**src/rtl/gcd_pkg.sv**
```systemverilog
// Shared types, defaults and helpers for the GCD request/engine interface.
package gcd_pkg;

  localparam int unsigned GCD_WIDTH     = 32;
  localparam int unsigned GCD_TIMEOUT   = 256;
  // Widest operand the trivial-pair check handles; narrower operands are zero-extended.
  localparam int unsigned GCD_MAX_WIDTH = 64;

  typedef enum logic [1:0] {
    S_IDLE,
    S_ISSUE,
    S_WAIT,
    S_HOLD
  } gcd_req_st_e;

  // Which operand is the answer for a pair that needs no engine.
  typedef enum logic [1:0] {
    TRIV_NONE,
    TRIV_A,
    TRIV_B
  } triv_sel_e;

  typedef struct packed {
    logic      trivial;
    triv_sel_e sel;
  } triv_t;

  // gcd(0,b)=b, gcd(a,0)=a, gcd(a,a)=a; anything else needs the engine.
  function automatic triv_t is_trivial(input logic [GCD_MAX_WIDTH-1:0] a,
                                       input logic [GCD_MAX_WIDTH-1:0] b);
    triv_t r;
    r.trivial = 1'b1;
    r.sel     = TRIV_A;
    if (a == '0) begin
      r.sel = TRIV_B;
    end else if (b == '0) begin
      r.sel = TRIV_A;
    end else if (a == b) begin
      r.sel = TRIV_A;
    end else begin
      r.trivial = 1'b0;
      r.sel     = TRIV_NONE;
    end
    return r;
  endfunction

endpackage

```
**src/rtl/sat_counter.sv**
```systemverilog
// Event counter that sticks at all-ones instead of wrapping.
module sat_counter #(
  parameter int unsigned CW = 16
) (
  input  logic          clk,
  input  logic          rst_n,
  input  logic          i_inc,
  output logic [CW-1:0] o_cnt
);

  logic [CW-1:0] r_cnt;

  // Count increments, holding once saturated.
  always_ff @(posedge clk) begin
    if (!rst_n) begin
      r_cnt <= '0;
    end else if (i_inc && (r_cnt != '1)) begin
      r_cnt <= r_cnt + CW'(1);
    end
  end

  assign o_cnt = r_cnt;

endmodule

```
**src/rtl/gcd_req_master.sv**
```systemverilog
// Requesting side of the start/busy/done GCD engine interface, with local
// resolution of trivial pairs, a done watchdog and saturating status counters.
module gcd_req_master
  import gcd_pkg::*;
#(
  parameter int unsigned WIDTH   = GCD_WIDTH,
  parameter int unsigned TIMEOUT = GCD_TIMEOUT,
  parameter int unsigned CW      = 16
) (
  input  logic             clk,
  input  logic             rst_n,
  input  logic             in_valid,
  output logic             in_ready,
  input  logic [WIDTH-1:0] in_a,
  input  logic [WIDTH-1:0] in_b,
  output logic             eng_start,
  output logic [WIDTH-1:0] eng_a,
  output logic [WIDTH-1:0] eng_b,
  input  logic             eng_busy,
  input  logic             eng_done,
  input  logic [WIDTH-1:0] eng_gcd,
  output logic             out_valid,
  input  logic             out_ready,
  output logic [WIDTH-1:0] out_gcd,
  output logic             out_err,
  output logic [CW-1:0]    cnt_ok,
  output logic [CW-1:0]    cnt_err
);

  localparam int unsigned TW       = $clog2(TIMEOUT);
  localparam logic [TW-1:0] TMO_LAST = TW'(TIMEOUT - 1);

  gcd_req_st_e      r_state, w_state_nxt;
  logic [TW-1:0]    r_timer, w_timer_nxt;
  logic             r_eng_start, w_eng_start_nxt;
  logic [WIDTH-1:0] r_eng_a, w_eng_a_nxt;
  logic [WIDTH-1:0] r_eng_b, w_eng_b_nxt;
  logic             r_out_valid, w_out_valid_nxt;
  logic [WIDTH-1:0] r_out_gcd, w_out_gcd_nxt;
  logic             r_out_err, w_out_err_nxt;
  logic             w_ok_inc;
  logic             w_err_inc;
  triv_t            w_triv;

  assign w_triv = is_trivial(GCD_MAX_WIDTH'(in_a), GCD_MAX_WIDTH'(in_b));

  // State register.
  always_ff @(posedge clk) begin
    if (!rst_n) begin
      r_state <= S_IDLE;
    end else begin
      r_state <= w_state_nxt;
    end
  end

  // Next state and next values of every registered output.
  always_comb begin
    w_state_nxt     = r_state;
    w_timer_nxt     = r_timer;
    w_eng_start_nxt = 1'b0;
    w_eng_a_nxt     = r_eng_a;
    w_eng_b_nxt     = r_eng_b;
    w_out_valid_nxt = r_out_valid;
    w_out_gcd_nxt   = r_out_gcd;
    w_out_err_nxt   = r_out_err;
    w_ok_inc        = 1'b0;
    w_err_inc       = 1'b0;
    case (r_state)
      S_IDLE: begin
        if (in_valid) begin
          w_eng_a_nxt = in_a;
          w_eng_b_nxt = in_b;
          if (w_triv.trivial) begin
            w_out_gcd_nxt   = (w_triv.sel == TRIV_B) ? in_b : in_a;
            w_out_err_nxt   = 1'b0;
            w_out_valid_nxt = 1'b1;
            w_ok_inc        = 1'b1;
            w_state_nxt     = S_HOLD;
          end else begin
            w_state_nxt = S_ISSUE;
          end
        end
      end
      S_ISSUE: begin
        if (!eng_busy) begin
          w_eng_start_nxt = 1'b1;
          w_timer_nxt     = '0;
          w_state_nxt     = S_WAIT;
        end
      end
      S_WAIT: begin
        w_timer_nxt = r_timer + TW'(1);
        // A done coinciding with the last timer cycle still counts as a result.
        if (eng_done) begin
          w_out_gcd_nxt   = eng_gcd;
          w_out_err_nxt   = 1'b0;
          w_out_valid_nxt = 1'b1;
          w_ok_inc        = 1'b1;
          w_state_nxt     = S_HOLD;
        end else if (r_timer == TMO_LAST) begin
          w_out_gcd_nxt   = '0;
          w_out_err_nxt   = 1'b1;
          w_out_valid_nxt = 1'b1;
          w_err_inc       = 1'b1;
          w_state_nxt     = S_HOLD;
        end
      end
      S_HOLD: begin
        if (out_ready) begin
          w_out_valid_nxt = 1'b0;
          w_state_nxt     = S_IDLE;
        end
      end
      default: begin
        w_state_nxt = S_IDLE;
      end
    endcase
  end

  // Output and timer registers.
  always_ff @(posedge clk) begin
    if (!rst_n) begin
      r_timer     <= '0;
      r_eng_start <= 1'b0;
      r_eng_a     <= '0;
      r_eng_b     <= '0;
      r_out_valid <= 1'b0;
      r_out_gcd   <= '0;
      r_out_err   <= 1'b0;
    end else begin
      r_timer     <= w_timer_nxt;
      r_eng_start <= w_eng_start_nxt;
      r_eng_a     <= w_eng_a_nxt;
      r_eng_b     <= w_eng_b_nxt;
      r_out_valid <= w_out_valid_nxt;
      r_out_gcd   <= w_out_gcd_nxt;
      r_out_err   <= w_out_err_nxt;
    end
  end

  sat_counter #(.CW(CW)) u_cnt_ok (
    .clk   (clk),
    .rst_n (rst_n),
    .i_inc (w_ok_inc),
    .o_cnt (cnt_ok)
  );

  sat_counter #(.CW(CW)) u_cnt_err (
    .clk   (clk),
    .rst_n (rst_n),
    .i_inc (w_err_inc),
    .o_cnt (cnt_err)
  );

  assign in_ready  = (r_state == S_IDLE);
  assign eng_start = r_eng_start;
  assign eng_a     = r_eng_a;
  assign eng_b     = r_eng_b;
  assign out_valid = r_out_valid;
  assign out_gcd   = r_out_gcd;
  assign out_err   = r_out_err;

endmodule

```
**config.mk**
```make
export PLATFORM = sky130hd
export DESIGN_NAME = gcd_req_master
export DESIGN_NICKNAME = d
export VERILOG_FILES = /design/src/rtl/gcd_pkg.sv /design/src/rtl/sat_counter.sv /design/src/rtl/gcd_req_master.sv
export SDC_FILE = /design/constraint.sdc
export NUM_CORES = 1
export LEC_CHECK = 0
export CORE_AREA = 2 2 133 135
export DETAILED_ROUTE_END_ITERATION = 16
export DIE_AREA = 0 0 135 137
export GPL_TIMING_DRIVEN = 0
export PLACE_DENSITY = 0.79
export RECOVER_POWER = 25
export SYNTH_ARGS = -nofsm -noshare
export SYNTH_HDL_FRONTEND = slang
export SYNTH_SLANG_ARGS = --single-unit
```
**constraint.sdc**
```tcl
create_clock -name clk -period 3.1 [get_ports clk]
set_input_delay 0.93 -clock clk [delete_from_list [all_inputs] [get_ports clk]]
set_output_delay 0.93 -clock clk [all_outputs]
set_load 0.005 [all_outputs]
```
==> run summary <==
The maximum clock frequency is 326.9 MHz. The flow ran to the end, and the final reports show no timing, DRC or antenna violations. The aggregate negative setup slack came out at 0 ns. The wire length the detailed router placed on met1 came out at 10.31 mm. The final hold violation count came out at 0. The largest stage delay on the critical path is 0.55 ns. Summing the areas of all xor and xnor instances in the mapped netlist gives 6.792% of the synthesized area.

The fraction of synthesized area in multiplexers is 0.8957%. The number of nets with antenna violations after routing came out at 0. The overall track demand over capacity in global routing came out at 27.05%.

The number of nets at the end of the flow is 1241. Grouping stages by cell kind, the critical path spends the most delay in buffers and inverters. The share of layout cells above drive strength 1 came out at 5.502%. By instance count, the cell type seen most on the critical path is nand4_1. For this block, the initial DRC count from the detailed router was 532. The smallest setup slack after layout came out at 0.04082 ns.

After clock tree synthesis, the clock-pin slew on the worst setup and hold paths is 0.06 ns. The fraction of the yosys area taken by sequential cells came out at 42.10%. The number of enable flip-flop cells after synthesis is 0. The average wire length per cell after detail routing is 18.36 µm. The class of the most critical hold timing path is reg -> reg. The hold-critical path depth is 2. The sink count of the clock tree came out at 141. Among all flip-flop cells after synthesis, the most frequent one is dfxtp_1. The distinct cell type count after synthesis is 47. The number of setup violations in the final report is 0.

The quantity of I/O buffers inserted on ports came out at 232. The peak fanout along the critical path is 10. The number of standard-cell rows in the floorplan is 48. The count of final max-slew check failures is 0.

During I/O placement, the number of pins put on the boundary was 234. In this run, synthesis produced a sequential element count of 141. The routed design uses 11.76 mm of met2 wire. Clock skew on the completed layout was measured at 0.01128 ns.

The amount of wire on met3 after detailed routing is 2.284 mm. The required time at the worst-slack endpoint came out at 3.46 ns. The first global-routing pass estimated 38.30 mm of wire. The insertion delay of the later-clocked pin in the worst-skew pair is 0.43 ns. The cell depth of the worst flop-to-flop path is 8. The top routing layer in use is met4. The H-tree level count is 4. The total of warnings raised by yosys came out at 0.

The setup path with the least slack is of type in -> reg. The fraction of the mapped netlist area in compound gates is 16.03%. Detailed routing inserted a total of 7474 vias. The worst register-to-register path ends at eng_a[26]$_SDFFE_PN0P_. Entering global routing, the biggest net connects 17 pins.

The register-to-register setup slack came out at 0.54 ns. The largest family of logic cells by synthesized area is simple AND/OR/NAND/NOR gates. The DRC violation count after routing is 0.

The number of antenna violations at the first check in global routing came out at 0. The final critical-path share of the clock period is 98.68%. In this run the clock root is driven by a clkbuf_16.

The horizontal extent of the die came out at 135 µm. The adder-cell share of the synthesized area is 1.306%. The endpoint of the worst hold path is eng_b[20]$_SDFFE_PN0P_. The number of global-route vias before repair came out at 7097. In this run the vertical extent of the chip is 137 µm. Relative to the synthesized area, the layout overhead comes to 50.07%. The worst-case vdd ir drop came out at 404.1 µV. In this run the critical register-to-register path is launched from r_state[1]$_SDFFE_PN0P_. The count of buffering cells on the critical path with inverters included is 2. TritonCTS built the clock tree. The signal on the critical path passes through clkdlybuf4s50_1, xnor2_2, nand4_1, nor4_4, a21oi_4, o21ai_4, buf_4, nand4_1, o21ai_0. The startpoint of the worst hold path is eng_b[20]$_SDFFE_PN0P_. For this block, the routed nets add up to 25.16 mm of wire. At the pin with the least slew margin, the transition time is 0.6793 ns. The synthesized instance count came out at 876. The worst setup path is launched from an input pin. The relative max-transition margin is 54.71%.

The antenna diode instance count came out at 0. The post-synth net total is 985. The area of all placed cells without fillers came out at 0.01006 mm². The simple-gate share of the synthesized area is 29.18%. The maximum buffer depth of the clock tree is 2. The minimum period implied by the final worst setup slack is 3.059 ns. The placed instances occupy a cell area of 0.009309 mm².

The static leakage power came out at 3.831 nW. The worst setup path is captured at a register. The synthesized area came out at 0.006705 mm². The via count normalized by instance count is 5.455. The number of CTS-inserted buffers is 17. The arrival time reported for the critical path endpoint came out at 3.42 ns. The initial core utilization came out at 39.31%. The post-DP HPWL is 18.88 mm.

The floorplan core area is 0.01706 mm². The count of max-cap constraint violations is 0. The pre-CTS worst setup slack came out at -0.8236 ns. The highest-delay cell along the critical path is clkdlybuf4s50_1. The first-pass iteration count of the detailed router is 6. The congestion estimate from routability-driven global placement came to 0.8892.

The die outline area came out at 0.01850 mm². The power density over cell area is 603.6 mW/mm². For this design, the CTS-stage hold fixing added 0 buffers. Counting flops with an async set or reset pin after synthesis yields a share of 0%. Averaged over all synthesized cells, the footprint is 7.654 µm². The number of filler cells placed in the layout is 1571. The overflow left after global routing is 0.
## stage by stage
stage	cells	utilization, %	hold slack [ns]	power [mW]
6_report	1370	58.99	0.4514	6.074
5_1_grt	1370	58.99	0.4715	6.364
4_1_cts	1368	58.28	0.4542	6.117
3_5_place_dp	1333	54.58	0.4462	4.096
3_3_place_gp	1333	54.58	0.4414	4.071
2_1_floorplan	876	-	0.4525	3.118
## worst max-delay path by stage
stage | start | to | slack [ns] | depth (start not counted)
finish | in_b[17] | out_gcd[10]$_SDFFE_PN0P_ | 0.04 | 9
global route | in_a[11] | out_gcd[2]$_SDFFE_PN0P_ | -0.04 | 9
CTS | in_b[1] | u_cnt_ok.o_cnt[15]$_SDFFE_PN0P_ | 0.0006 | 8
detailed placement | in_b[24] | out_gcd[25]$_SDFFE_PN0P_ | -0.82 | 8
global placement | in_b[24] | out_gcd[24]$_SDFFE_PN0P_ | -0.83 | 8
floorplan | in_b[15] | u_cnt_ok.o_cnt[15]$_SDFFE_PN0P_ | 0.50 | 7
## cell usage after synthesis (2+ instances only)
master | number | area [µm²]
nor4_1 | 19 | 118.9
buf_2 | 3 | 15.01
and2_1 | 5 | 31.28
nand4_1 | 48 | 300.3
clkbuf_1 | 50 | 187.7
a211oi_1 | 3 | 22.52
a21oi_1 | 79 | 395.4
nor2_1 | 31 | 116.4
and4_1 | 5 | 43.79
nand2b_1 | 6 | 37.54
dfxtp_1 | 141 | 2823
mux2i_1 | 6 | 60.06
nand2_1 | 264 | 991.0
a211o_1 | 33 | 289.0
buf_1 | 2 | 7.510
ha_1 | 7 | 87.58
nand3_1 | 22 | 110.1
nor3_1 | 9 | 45.04
or3_1 | 5 | 31.28
o21ai_0 | 44 | 220.2
xor2_1 | 12 | 105.1
xnor2_1 | 40 | 350.3
and3_1 | 8 | 50.05
nor4_4 | 2 | 42.54
inv_1 | 10 | 37.54
## layout by cell type, fill, tap and decap left out, drive strengths merged, types with 6 or more instances in the layout
| cell type | n |
|---|---|
| dlygate4sd3 | 67 |
| nor4 | 21 |
| clkbuf | 71 |
| ha | 7 |
| dfxtp | 141 |
| clkdlybuf4s50 | 163 |
| nor2 | 31 |
| buf | 10 |
| nor3 | 9 |
| a211o | 33 |
| a21oi | 80 |
| nand2 | 264 |
| nand4 | 48 |
| mux2i | 6 |
| nand2b | 6 |
| nand3 | 22 |
| xnor2 | 40 |
| and3 | 8 |
| o21ai | 45 |
| xor2 | 12 |
| inv | 10 |
## sequential cells by signal, summed over array words and instances (netlist names), 2 cells and up
signal,count
u_cnt_err.o_cnt,16
out_gcd,32
u_cnt_ok.o_cnt,16
r_timer,8
eng_a,32
r_state,2
eng_b,32
## layout make-up
cell class | count | area, µm² | area share, %
clock inverter | 11 | 118.9 | 1.181
timing repair buffer | 237 | 2365 | 23.50
buffer | 55 | 232.7 | 2.313
inverter | 10 | 37.54 | 0.3730
multi-input combinational | 670 | 3754 | 37.30
tap | 225 | 281.5 | 2.798
sequential | 141 | 2823 | 28.05
clock buffer | 21 | 450.4 | 4.476
## where the power goes
part           internal [mW]  switching (mW)
clock network           1.20           0.809
registers               2.05           0.126
logic                  0.811            1.08
total                   4.05            2.02
## per-layer routing
layer	global-route usage (%)	vias to the layer above
met2	44.16	397
met4	11.81	0
li1	-	3558
met5	0	-
met3	7.111	65
met1	33.74	3454
## worst register-to-register path: stages (launching register included)
cell	delay (ns)
dfxtp_1	0.33
inv_1	0.11
ha_1	0.18
clkbuf_1	0.29
and2_0	0.33
clkbuf_1	0.54
clkbuf_1	0.43
nand2_1	0.10
a21oi_1	0.16
## kinds of logic (layout without fill, tap and decap cells)
group	Yosys count	after routing
compound gates	176	176
xor+xnor	52	52
fa+ha+maj	7	7
buf+inv	65	334
flops	141	141
mux	6	6
simple gates	429	429
## repair_timing
item	in CTS	in global routing
setup endpoints to repair	35	38
resized for setup	10	22
buffers inserted	3	2
endpoints found under the hold margin	0	0
pin swaps	2	5
Note: power is estimated with default switching activity, not from simulation.
==> edit, RTL diff (same flow settings) <==
Put a register stage on the output `cnt_err`, cleared by the reset. The value now appears one clock later. The other outputs are not delayed to match.
--- a/src/rtl/gcd_req_master.sv
+++ b/src/rtl/gcd_req_master.sv
@@ -30,4 +30,6 @@
   localparam int unsigned TW       = $clog2(TIMEOUT);
   localparam logic [TW-1:0] TMO_LAST = TW'(TIMEOUT - 1);
+
+  logic [CW-1:0] cnt_err_d;
 
   gcd_req_st_e      r_state, w_state_nxt;
@@ -150,5 +152,5 @@
     .rst_n (rst_n),
     .i_inc (w_err_inc),
-    .o_cnt (cnt_err)
+    .o_cnt (cnt_err_d)
   );
 
@@ -161,4 +163,12 @@
   assign out_err   = r_out_err;
 
+  always_ff @(posedge clk) begin
+    if (!rst_n) begin
+      cnt_err <= '0;
+    end else begin
+      cnt_err <= cnt_err_d;
+    end
+  end
+
 endmodule
 
Behaviour: same outputs for any inputs over 4 cycles, from zero or initial values and one cycle with rst_n low; that may be too few to reach the edited logic, so the function may still have changed.
==> edit against the original RTL <==
Die area unchanged; total power increased by 9.9%; wire length decreased by 5.3%; sequential cell count increased by 16; area after synthesis increased by 1.5%; final area increased by 0.80%; worst setup slack about the same; critical path type unchanged; largest cell class unchanged; highest routed layer unchanged.
==> edit: results (changes against the original RTL) <==
Run status
  • Outcome: finished, final reports clean

Global route
  • Met1 usage: 29.57% (-4.2 points)
  • Vias in the first global route: 6860 (-3.3%)
  • First-pass GRT wire length: 36020 µm (-6.0%)
  • Met2 Usage GRT: 42.05% (-2.1 points)

Logic synthesis
  • Sequential area share after synthesis: 46.18% (+4.1 points)
  • Post-Syn Nets: 927 (-5.9%)
  • Synth top cells by count: dfxtp_1, nand2_1, a21oi_1, nor2_1, xnor2_1
  • Ys flop type: dfxtp_1
  • Top cells by area, synth: dfxtp_1, nand2_1, a21oi_1

Place
  • Input/output buffers: 233 (+0.43%)
  • DP Area: 9420 µm² (+1.2%)
  • Routability cong.: 0.9018 (+1.4%)
  • DP Wirelength: 18310 µm (-3.0%)

Power
  • LEAKAGE: 3.721 nW (-2.9%)
  • Max VDD drop: 0.0004430 V (+9.6%)
  • Sw power: 2.069 mW (+2.5%)

Setup path
  • CP delay by family, top: simple AND/OR/NAND/NOR gates
  • Worst path arrival time: 3.41 ns (about the same)
  • CP peak stage delay: 0.52 ns (-0.03 ns)

Cells and area
  • Layout net count: 1179 (-5.0%)

Clock tree
  • Resized cells post-CTS: 0 (-10)
  • Postcts setup bufs: 0 (-3)

Routing
  • DR vias/cell: 5.408 (-0.87%)
  • Initial DRC Count: 450 (-15%)
  • Drt pass-1 iters: 5 (-1)

STA
  • Fin Clk Skew: 0.01039 ns (-0.0008871 ns)
[edit: cell count changes after synthesis, sizes merged, moves of 12 or more]
| cell | unedited run | this run |
|---|---|---|
| a211oi | 3 | 34 |
| nand2 | 264 | 154 |
| a2bb2oi | 0 | 33 |
| nor2 | 31 | 67 |
| a211o | 33 | 0 |
| dfxtp | 141 | 157 |
| a21oi | 80 | 115 |
| and2 | 5 | 17 |
| o21ai | 45 | 13 |
| nand4 | 48 | 22 |
[edit: cells by family after synthesis]
logic type,synth area share (%)
AND/OR/NAND/NOR,22.39
AO/OA/AOI/OAI,19.67
buffers and inverters,3.621
flip-flops,46.18
adder cells (fa/ha/maj),1.287
XOR/XNOR,6.562
multiplexers,0.2941
[edit: power by group through the flow]
stage	Clock, mW	Sequential [mW]	Combinational, mW
after floorplan	0	2.48	0.962
after global placement	0	2.47	1.95
after detailed placement	0	2.48	1.98
after CTS	2.28	2.44	1.99
after global routing	2.37	2.46	2.15
final	2.27	2.44	1.97
[edit: path summary, 6_finish.rpt]
| check | start | end | slack [ns] | cells past startpoint |
|---|---|---|---|---|
| setup / recovery | in_a[28] | out_gcd[13] | 0.04 | 8 |
| hold / removal | eng_b[4] | eng_b[4] | 0.45 | 2 |
| setup reg to reg | r_state[0] | u_cnt_err.o_cnt[12] | 0.60 | 8 |
| hold reg to reg | eng_b[4] | eng_b[4] | 0.45 | 2 |
[edit: worst reg2reg max path, cell delays in order, from the launching register on]
cell	delay (ns)
dfxtp_1	0.34
inv_1	0.09
ha_1	0.26
nor2b_1	0.39
nand2_1	0.10
nor4_1	0.72
nand4_1	0.23
xor2_1	0.18
nor2_1	0.05
[edit: per-layer routing]
layer  part of all wire, %  up-vias
met5                     0        -
met4                   4.0        0
met3                   8.9       67
met2                    47      330
met1                    40     3283
li1                      -     3394
[edit: stage by stage]
stage,setup TNS [ns],cells
floorplan,0,818
global placement,-13.90,1276
detailed placement,-17.23,1276
CTS,0,1308
global route,-0.1011,1308
finish,0,1308
[edit: layout make-up]
class	count	area, µm²
flip-flops and latches	157	3143
multi-input cells	601	3490
clock inverters	12	183.9
well taps	225	281.5
repair buffers	233	2347
fillers	1523	6914
clock buffers	20	446.7
inverters	8	30.03
plain buffers	52	220.2
